<file path="src/rtl/mult_axis_pipe_if.sv">
// Stream bundle for mult_axis_pipe: two operand channels joined into one product channel.
// The slave modport is the multiplier's view; master is the producer/consumer side.
interface mult_axis_pipe_if #(
   parameter int unsigned A_WIDTH    = 16,
   parameter int unsigned B_WIDTH    = 16,
   parameter int unsigned USER_WIDTH = 1
);
   logic [A_WIDTH-1:0]         input_a_tdata;
   logic [USER_WIDTH-1:0]      input_a_tuser;
   logic                       input_a_tvalid;
   logic                       input_a_tready;
   logic [B_WIDTH-1:0]         input_b_tdata;
   logic                       input_b_tvalid;
   logic                       input_b_tready;
   logic [A_WIDTH+B_WIDTH-1:0] output_tdata;
   logic [USER_WIDTH-1:0]      output_tuser;
   logic                       output_tvalid;
   logic                       output_tready;

   modport slave (
      input  input_a_tdata, input_a_tuser, input_a_tvalid,
      input  input_b_tdata, input_b_tvalid,
      input  output_tready,
      output input_a_tready, input_b_tready,
      output output_tdata, output_tuser, output_tvalid
   );

   modport master (
      output input_a_tdata, input_a_tuser, input_a_tvalid,
      output input_b_tdata, input_b_tvalid,
      output output_tready,
      input  input_a_tready, input_b_tready,
      input  output_tdata, output_tuser, output_tvalid
   );
endinterface

</file>
<file path="src/rtl/mult_axis_pipe.sv">
// Pipelined multiplier joining two operand streams; multiply happens in front of stage 0 and
// the product rides a STAGES-deep elastic register chain with per-stage ready.
module mult_axis_pipe #(
   parameter int unsigned A_WIDTH    = 16,
   parameter int unsigned B_WIDTH    = 16,
   parameter int unsigned STAGES     = 3,
   parameter bit          SIGNED     = 1'b0,
   parameter int unsigned USER_WIDTH = 1,
   localparam int unsigned P_WIDTH   = A_WIDTH + B_WIDTH,
   localparam int unsigned OCC_WIDTH = $clog2(STAGES + 1)
) (
   input  logic                 clk,
   input  logic                 rst,
   mult_axis_pipe_if.slave      bus,
   output logic [OCC_WIDTH-1:0] occupancy
);

   logic [STAGES-1:0]     v_q, v_d;
   logic [P_WIDTH-1:0]    data_q [STAGES];
   logic [P_WIDTH-1:0]    data_d [STAGES];
   logic [USER_WIDTH-1:0] user_q [STAGES];
   logic [USER_WIDTH-1:0] user_d [STAGES];
   logic [STAGES:0]       rdy;
   logic                  accept;
   logic [P_WIDTH-1:0]    a_ext, b_ext, product;

   // Extending both operands to the full result width first makes the low P_WIDTH bits of the
   // product exact for either signedness.
   always_comb begin
      if (SIGNED) begin
         a_ext = P_WIDTH'($signed(bus.input_a_tdata));
         b_ext = P_WIDTH'($signed(bus.input_b_tdata));
      end else begin
         a_ext = P_WIDTH'(bus.input_a_tdata);
         b_ext = P_WIDTH'(bus.input_b_tdata);
      end
      product = a_ext * b_ext;
   end

   always_comb begin
      logic r;
      r           = bus.output_tready;
      rdy         = '0;
      rdy[STAGES] = r;
      for (int k = STAGES - 1; k >= 0; k--) begin
         r      = ~v_q[k] | r;
         rdy[k] = r;
      end
   end

   // Readies are gated by reset so nothing looks acceptable while the pipe is held clear.
   assign accept             = bus.input_a_tvalid & bus.input_b_tvalid & rdy[0] & rst;
   assign bus.input_a_tready = bus.input_b_tvalid & rdy[0] & rst;
   assign bus.input_b_tready = bus.input_a_tvalid & rdy[0] & rst;

   always_comb begin
      v_d    = v_q;
      data_d = data_q;
      user_d = user_q;
      if (rdy[0]) begin
         v_d[0]    = accept;
         data_d[0] = product;
         user_d[0] = bus.input_a_tuser;
      end
      for (int k = 1; k < STAGES; k++) begin
         if (rdy[k]) begin
            v_d[k]    = v_q[k-1];
            data_d[k] = data_q[k-1];
            user_d[k] = user_q[k-1];
         end
      end
   end

   always_ff @(posedge clk or negedge rst) begin
      if (!rst) begin
         v_q    <= '0;
         data_q <= '{default: '0};
         user_q <= '{default: '0};
      end else begin
         v_q    <= v_d;
         data_q <= data_d;
         user_q <= user_d;
      end
   end

   assign bus.output_tvalid = v_q[STAGES-1];
   assign bus.output_tdata  = data_q[STAGES-1];
   assign bus.output_tuser  = user_q[STAGES-1];

   always_comb begin
      occupancy = '0;
      for (int k = 0; k < STAGES; k++) begin
         occupancy = occupancy + OCC_WIDTH'(v_q[k]);
      end
   end

endmodule

</file>
<file path="src/flat_wrapper.sv">
// flat-port wrapper written by rule: the top's interface ports become plain ports
module mult_axis_pipe_flat 
#(
   parameter int unsigned A_WIDTH    = 16,
   parameter int unsigned B_WIDTH    = 16,
   parameter int unsigned STAGES     = 3,
   parameter bit          SIGNED     = 1'b0,
   parameter int unsigned USER_WIDTH = 1,
   localparam int unsigned P_WIDTH   = A_WIDTH + B_WIDTH,
   localparam int unsigned OCC_WIDTH = $clog2(STAGES + 1)
)
  (clk, rst, occupancy, bus_input_a_tdata, bus_input_a_tuser, bus_input_a_tvalid, bus_input_b_tdata, bus_input_b_tvalid, bus_output_tready, bus_input_a_tready, bus_input_b_tready, bus_output_tdata, bus_output_tuser, bus_output_tvalid);
  mult_axis_pipe_if #(.A_WIDTH(A_WIDTH), .B_WIDTH(B_WIDTH), .USER_WIDTH(USER_WIDTH)) bus_i ();
  input  logic clk;
  input  logic rst;
  output logic [OCC_WIDTH-1:0] occupancy;
  input wire logic [$bits(bus_i.input_a_tdata)-1:0] bus_input_a_tdata;
  input wire logic [$bits(bus_i.input_a_tuser)-1:0] bus_input_a_tuser;
  input wire logic [$bits(bus_i.input_a_tvalid)-1:0] bus_input_a_tvalid;
  input wire logic [$bits(bus_i.input_b_tdata)-1:0] bus_input_b_tdata;
  input wire logic [$bits(bus_i.input_b_tvalid)-1:0] bus_input_b_tvalid;
  input wire logic [$bits(bus_i.output_tready)-1:0] bus_output_tready;
  output wire logic [$bits(bus_i.input_a_tready)-1:0] bus_input_a_tready;
  output wire logic [$bits(bus_i.input_b_tready)-1:0] bus_input_b_tready;
  output wire logic [$bits(bus_i.output_tdata)-1:0] bus_output_tdata;
  output wire logic [$bits(bus_i.output_tuser)-1:0] bus_output_tuser;
  output wire logic [$bits(bus_i.output_tvalid)-1:0] bus_output_tvalid;
  assign bus_i.input_a_tdata = bus_input_a_tdata;
  assign bus_i.input_a_tuser = bus_input_a_tuser;
  assign bus_i.input_a_tvalid = bus_input_a_tvalid;
  assign bus_i.input_b_tdata = bus_input_b_tdata;
  assign bus_i.input_b_tvalid = bus_input_b_tvalid;
  assign bus_i.output_tready = bus_output_tready;
  assign bus_input_a_tready = bus_i.input_a_tready;
  assign bus_input_b_tready = bus_i.input_b_tready;
  assign bus_output_tdata = bus_i.output_tdata;
  assign bus_output_tuser = bus_i.output_tuser;
  assign bus_output_tvalid = bus_i.output_tvalid;
  mult_axis_pipe #(.A_WIDTH(A_WIDTH), .B_WIDTH(B_WIDTH), .STAGES(STAGES), .SIGNED(SIGNED), .USER_WIDTH(USER_WIDTH)) u_core (.clk(clk), .rst(rst), .bus(bus_i), .occupancy(occupancy));
endmodule
</file>
<file path="config.mk">
export PLATFORM = sky130hd
export DESIGN_NAME = mult_axis_pipe_flat
export DESIGN_NICKNAME = d
export VERILOG_FILES = /design/src/rtl/mult_axis_pipe_if.sv /design/src/rtl/mult_axis_pipe.sv /design/src/flat_wrapper.sv
export SDC_FILE = /design/constraint.sdc
export NUM_CORES = 1
export LEC_CHECK = 0
export CORE_MARGIN = 3
export CORE_UTILIZATION = 45
export CTS_CLUSTER_DIAMETER = 150
export CTS_CLUSTER_SIZE = 40
export DETAILED_ROUTE_END_ITERATION = 10
export GPL_ROUTABILITY_DRIVEN = 0
export PLACE_DENSITY = 0.66
export SLEW_MARGIN = 30
export SYNTH_ARGS = -nofsm -noshare
export SYNTH_HDL_FRONTEND = slang
export SYNTH_SLANG_ARGS = --single-unit
</file>
<file path="constraint.sdc">
create_clock -name clk -period 1.62 [get_ports clk]
set_input_delay 0.162 -clock clk [delete_from_list [all_inputs] [get_ports clk]]
set_output_delay 0.162 -clock clk [all_outputs]
set_load 0.1 [all_outputs]
</file>
==> flow_summary.json <==
{
  "grt_antenna_before_repair": 0,
  "die_w_um": 173.6,
  "ys_types": 56,
  "ys_ff_latch": 102,
  "fin_crit_sh_pct": 317.4,
  "cts.sinks": 102,
  "path_cells": "buf_6 > buf_6 > buf_6 > buf_12 > and2_4 > fa_1 > inv_2 > fa_2 > inv_2 > fa_1 > fa_2 > fa_1 > inv_1 > fa_1 > inv_2 > ha_4 > and4_1 > buf_4 > a21o_1 > o31ai_4 > o21ai_2 > xnor2_1 > o21ai_1",
  "remaining_drc_errors": 0,
  "clockBufferDepth": 2,
  "rsz0062_at_grt": "yes",
  "track_usage_pct": 20.85,
  "path_max_fanout": 5,
  "final_nets": 1947,
  "synth_nets": 1692,
  "area_growth_syn_to_layout_pct": 38.47,
  "htreeDepth": 3,
  "finalHoldViolCount": 31,
  "drv_cap": 0,
  "core_area_mm2": 0.02725,
  "diodes": 0,
  "ios": 76,
  "insertion_delay_ns": 0.34,
  "slowest_delay_ns": 0.55,
  "cp-end-kind": "register",
  "start_kind": "input pin",
  "maxSlewHeadroom_pct": 57.81,
  "fmax_mhz": 194.5,
  "hold_ws_ns": -0.01202,
  "grt_pass1_wl_um": 51870,
  "cts-buffers-inserted": 9,
  "status": "finished, violations left",
  "grt_pass1_vias": 10450,
  "antenna_left": 0,
  "critPathSlowestCell": "fa_1",
  "ys_warn_count": 0,
  "violations": "negative hold slack, negative setup slack",
  "worstPathArrival_ns": 5.36,
  "layout_min_cycle_time_ns": 5.142,
  "via_per_inst": 4.917,
  "hold_class": "input pin to async pin",
  "die-area_mm2": 0.03013,
  "skew_ns": 0.006239,
  "required_ns": 1.84,
  "crit_type": "input pin to register",
  "gr-total-overflow": 0,
  "drive_gt1_share_pct": 36.53,
  "placement_rows": 60,
  "grt_max_degree": 52,
  "drt-pass1-iter-count": 5,
  "tightest_slew_ns": 0.6328,
  "seq_area_frac_synth_pct": 20.20,
  "fillers": 2140,
  "syn_inst": 1355,
  "syn-cell-area_mm2": 0.01264,
  "clk_pin_slew_ns": 0.06,
  "num_vias": 9770,
  "syn_avg_cell_area_um2": 9.325,
  "drtIter0Drc": 553,
  "start_util_pct": 46.37,
  "io_buffers": 75,
  "slew_viol_final": 0,
  "drt-total-wl_um": 31040,
  "cpMostUsedCell": "fa_1",
  "cts_hold_buf": 0,
  "die_y_um": 173.6,
  "setup_ws_ns": -3.522,
  "cts_tree": "built",
  "final_util_pct": 64.21,
  "wl_per_cell_um": 15.62,
  "hpwl_um": 23620,
  "root_buffer": "clkbuf_16",
  "finalSetupViolCount": 31
}
-- layout make-up --
cell class	instances	area (um^2)	area share, %
clock buffers	10	229.0	1.309
clock inverters	6	86.33	0.4934
inverters	228	855.8	4.891
multi-input cells	937	9761	55.79
flip-flops and latches	102	2557	14.62
well taps	372	465.4	2.660
repair buffers	332	3542	20.24
-- worst max-delay path, delay by kind of cell --
kind | cells | cell delay, ns
buf+inv | 9 | 0.74
fa+ha+maj | 7 | 3.22
xor+xnor | 1 | 0.16
simple gates | 2 | 0.31
compound gates | 4 | 0.76
-- synthesized netlist by cell type, drive strengths merged --
| library cell | count | area (um^2) |
|---|---|---|
| a211o | 1 | 8.760 |
| a211oi | 4 | 45.05 |
| a21boi | 3 | 22.52 |
| a21o | 16 | 120.1 |
| a21oi | 46 | 249.0 |
| a221oi | 1 | 15.01 |
| a22oi | 1 | 12.51 |
| a31o | 2 | 17.52 |
| a31oi | 6 | 82.58 |
| and2 | 119 | 744.5 |
| and3 | 4 | 25.02 |
| and4 | 3 | 30.03 |
| buf | 41 | 300.3 |
| clkbuf | 47 | 176.4 |
| dfrtp | 102 | 2552 |
| fa | 195 | 3904 |
| ha | 104 | 1301 |
| inv | 228 | 855.8 |
| mux2 | 33 | 371.6 |
| mux2i | 1 | 10.01 |
| nand2 | 282 | 1059 |
| nand2b | 2 | 12.51 |
| nand3 | 13 | 70.07 |
| nand4 | 4 | 25.02 |
| nor2 | 33 | 123.9 |
| nor2b | 1 | 6.260 |
| nor3 | 2 | 15.01 |
| nor4 | 2 | 12.51 |
| o211a | 2 | 20.02 |
| o211ai | 1 | 7.510 |
| o21a | 3 | 23.77 |
| o21ai | 19 | 113.9 |
| o21bai | 3 | 22.52 |
| o221ai | 1 | 8.760 |
| o22ai | 1 | 6.260 |
| o2bb2ai | 1 | 8.760 |
| o311ai | 1 | 8.760 |
| o31ai | 2 | 28.78 |
| xnor2 | 13 | 113.9 |
| xor2 | 12 | 105.1 |
-- layout by cell type (no fill, tap or decap), types with 14 or more instances in the layout --
master	count
buf_2	14
nand2_1	258
and2_4	34
buf_12	57
nor2_1	30
buf_6	69
inv_2	43
dfrtp_1	100
mux2_4	22
inv_1	185
and2_1	85
ha_1	71
nand2_2	17
a21oi_1	31
ha_4	30
a21o_1	16
buf_4	168
fa_1	172
fa_2	23
-- cells by family after synthesis --
family | Yosys count | synth area share [%]
AND/OR/NAND/NOR | 465 | 16.80
buffers and inverters | 316 | 10.55
adder cells (fa/ha/maj) | 299 | 41.19
AO/OA/AOI/OAI | 114 | 6.506
flip-flops | 102 | 20.20
multiplexers | 34 | 3.020
XOR/XNOR | 25 | 1.733
-- stage by stage --
step / hold slack, ns / TNS (ns) / std cells / cell area, um^2 / setup WS (ns)
after global routing: 0.04777 / -89.08 / 1987 / 17500 / -3.680
after CTS: 0.006871 / -85.23 / 1974 / 17150 / -3.501
after floorplan: -0.1336 / -79.23 / 1355 / 13540 / -3.364
after detailed placement: 0.3726 / -106.08 / 1891 / 15780 / -4.181
final: -0.01202 / -85.30 / 1987 / 17500 / -3.522
after global placement: 0.3660 / -104.11 / 1891 / 15780 / -4.051
-- worst paths after layout --
path	cells after the start	slack [ns]	to	from
setup / recovery	23	-3.52	u_core.data_q[94]$_DFFE_PN0N_	bus_input_b_tdata[4]
hold / removal	2	-0.01	u_core.v_q[0]$_DFFE_PN0N_	rst
setup reg to reg	9	0.08	u_core.data_q[93]$_DFFE_PN0N_	u_core.v_q[2]$_DFFE_PN0P_
hold reg to reg	2	0.48	u_core.data_q[66]$_DFFE_PN0N_	u_core.data_q[66]$_DFFE_PN0N_
max in group asynchronous	2	1.16	u_core.v_q[2]$_DFFE_PN0P_	rst
min in group clk	3	0.12	u_core.v_q[0]$_DFFE_PN0N_	rst
-- registers in the layout, indices dropped and copies added, names as in the netlist --
register and cells:
u_core.data_q 64, u_core.user_q 2, u_core.v_q 3, u_core.bus.output_tdata 32, u_core.bus.output_tuser 1
-- metal layers --
metal  global-route usage (%)  up-vias  wire [um]
met5                        0        -          0
met4                    5.597        0        704
met3                    3.504       56       1902
met2                    35.57      320      14980
met1                    27.70     4776      13450
li1                         -     4618          -
-- repair_timing --
action | 4_1_cts | 5_1_grt
gates cloned | 6 | 0
setup buffers | 61 | 18
endpoints found under the setup margin | 34 | 31
pin swaps | 108 | 97
gates resized for setup | 240 | 95
Power is left out: the tool's default activity adds up to more than one toggle a clock period on the data nets, which glitch-free logic cannot reach.
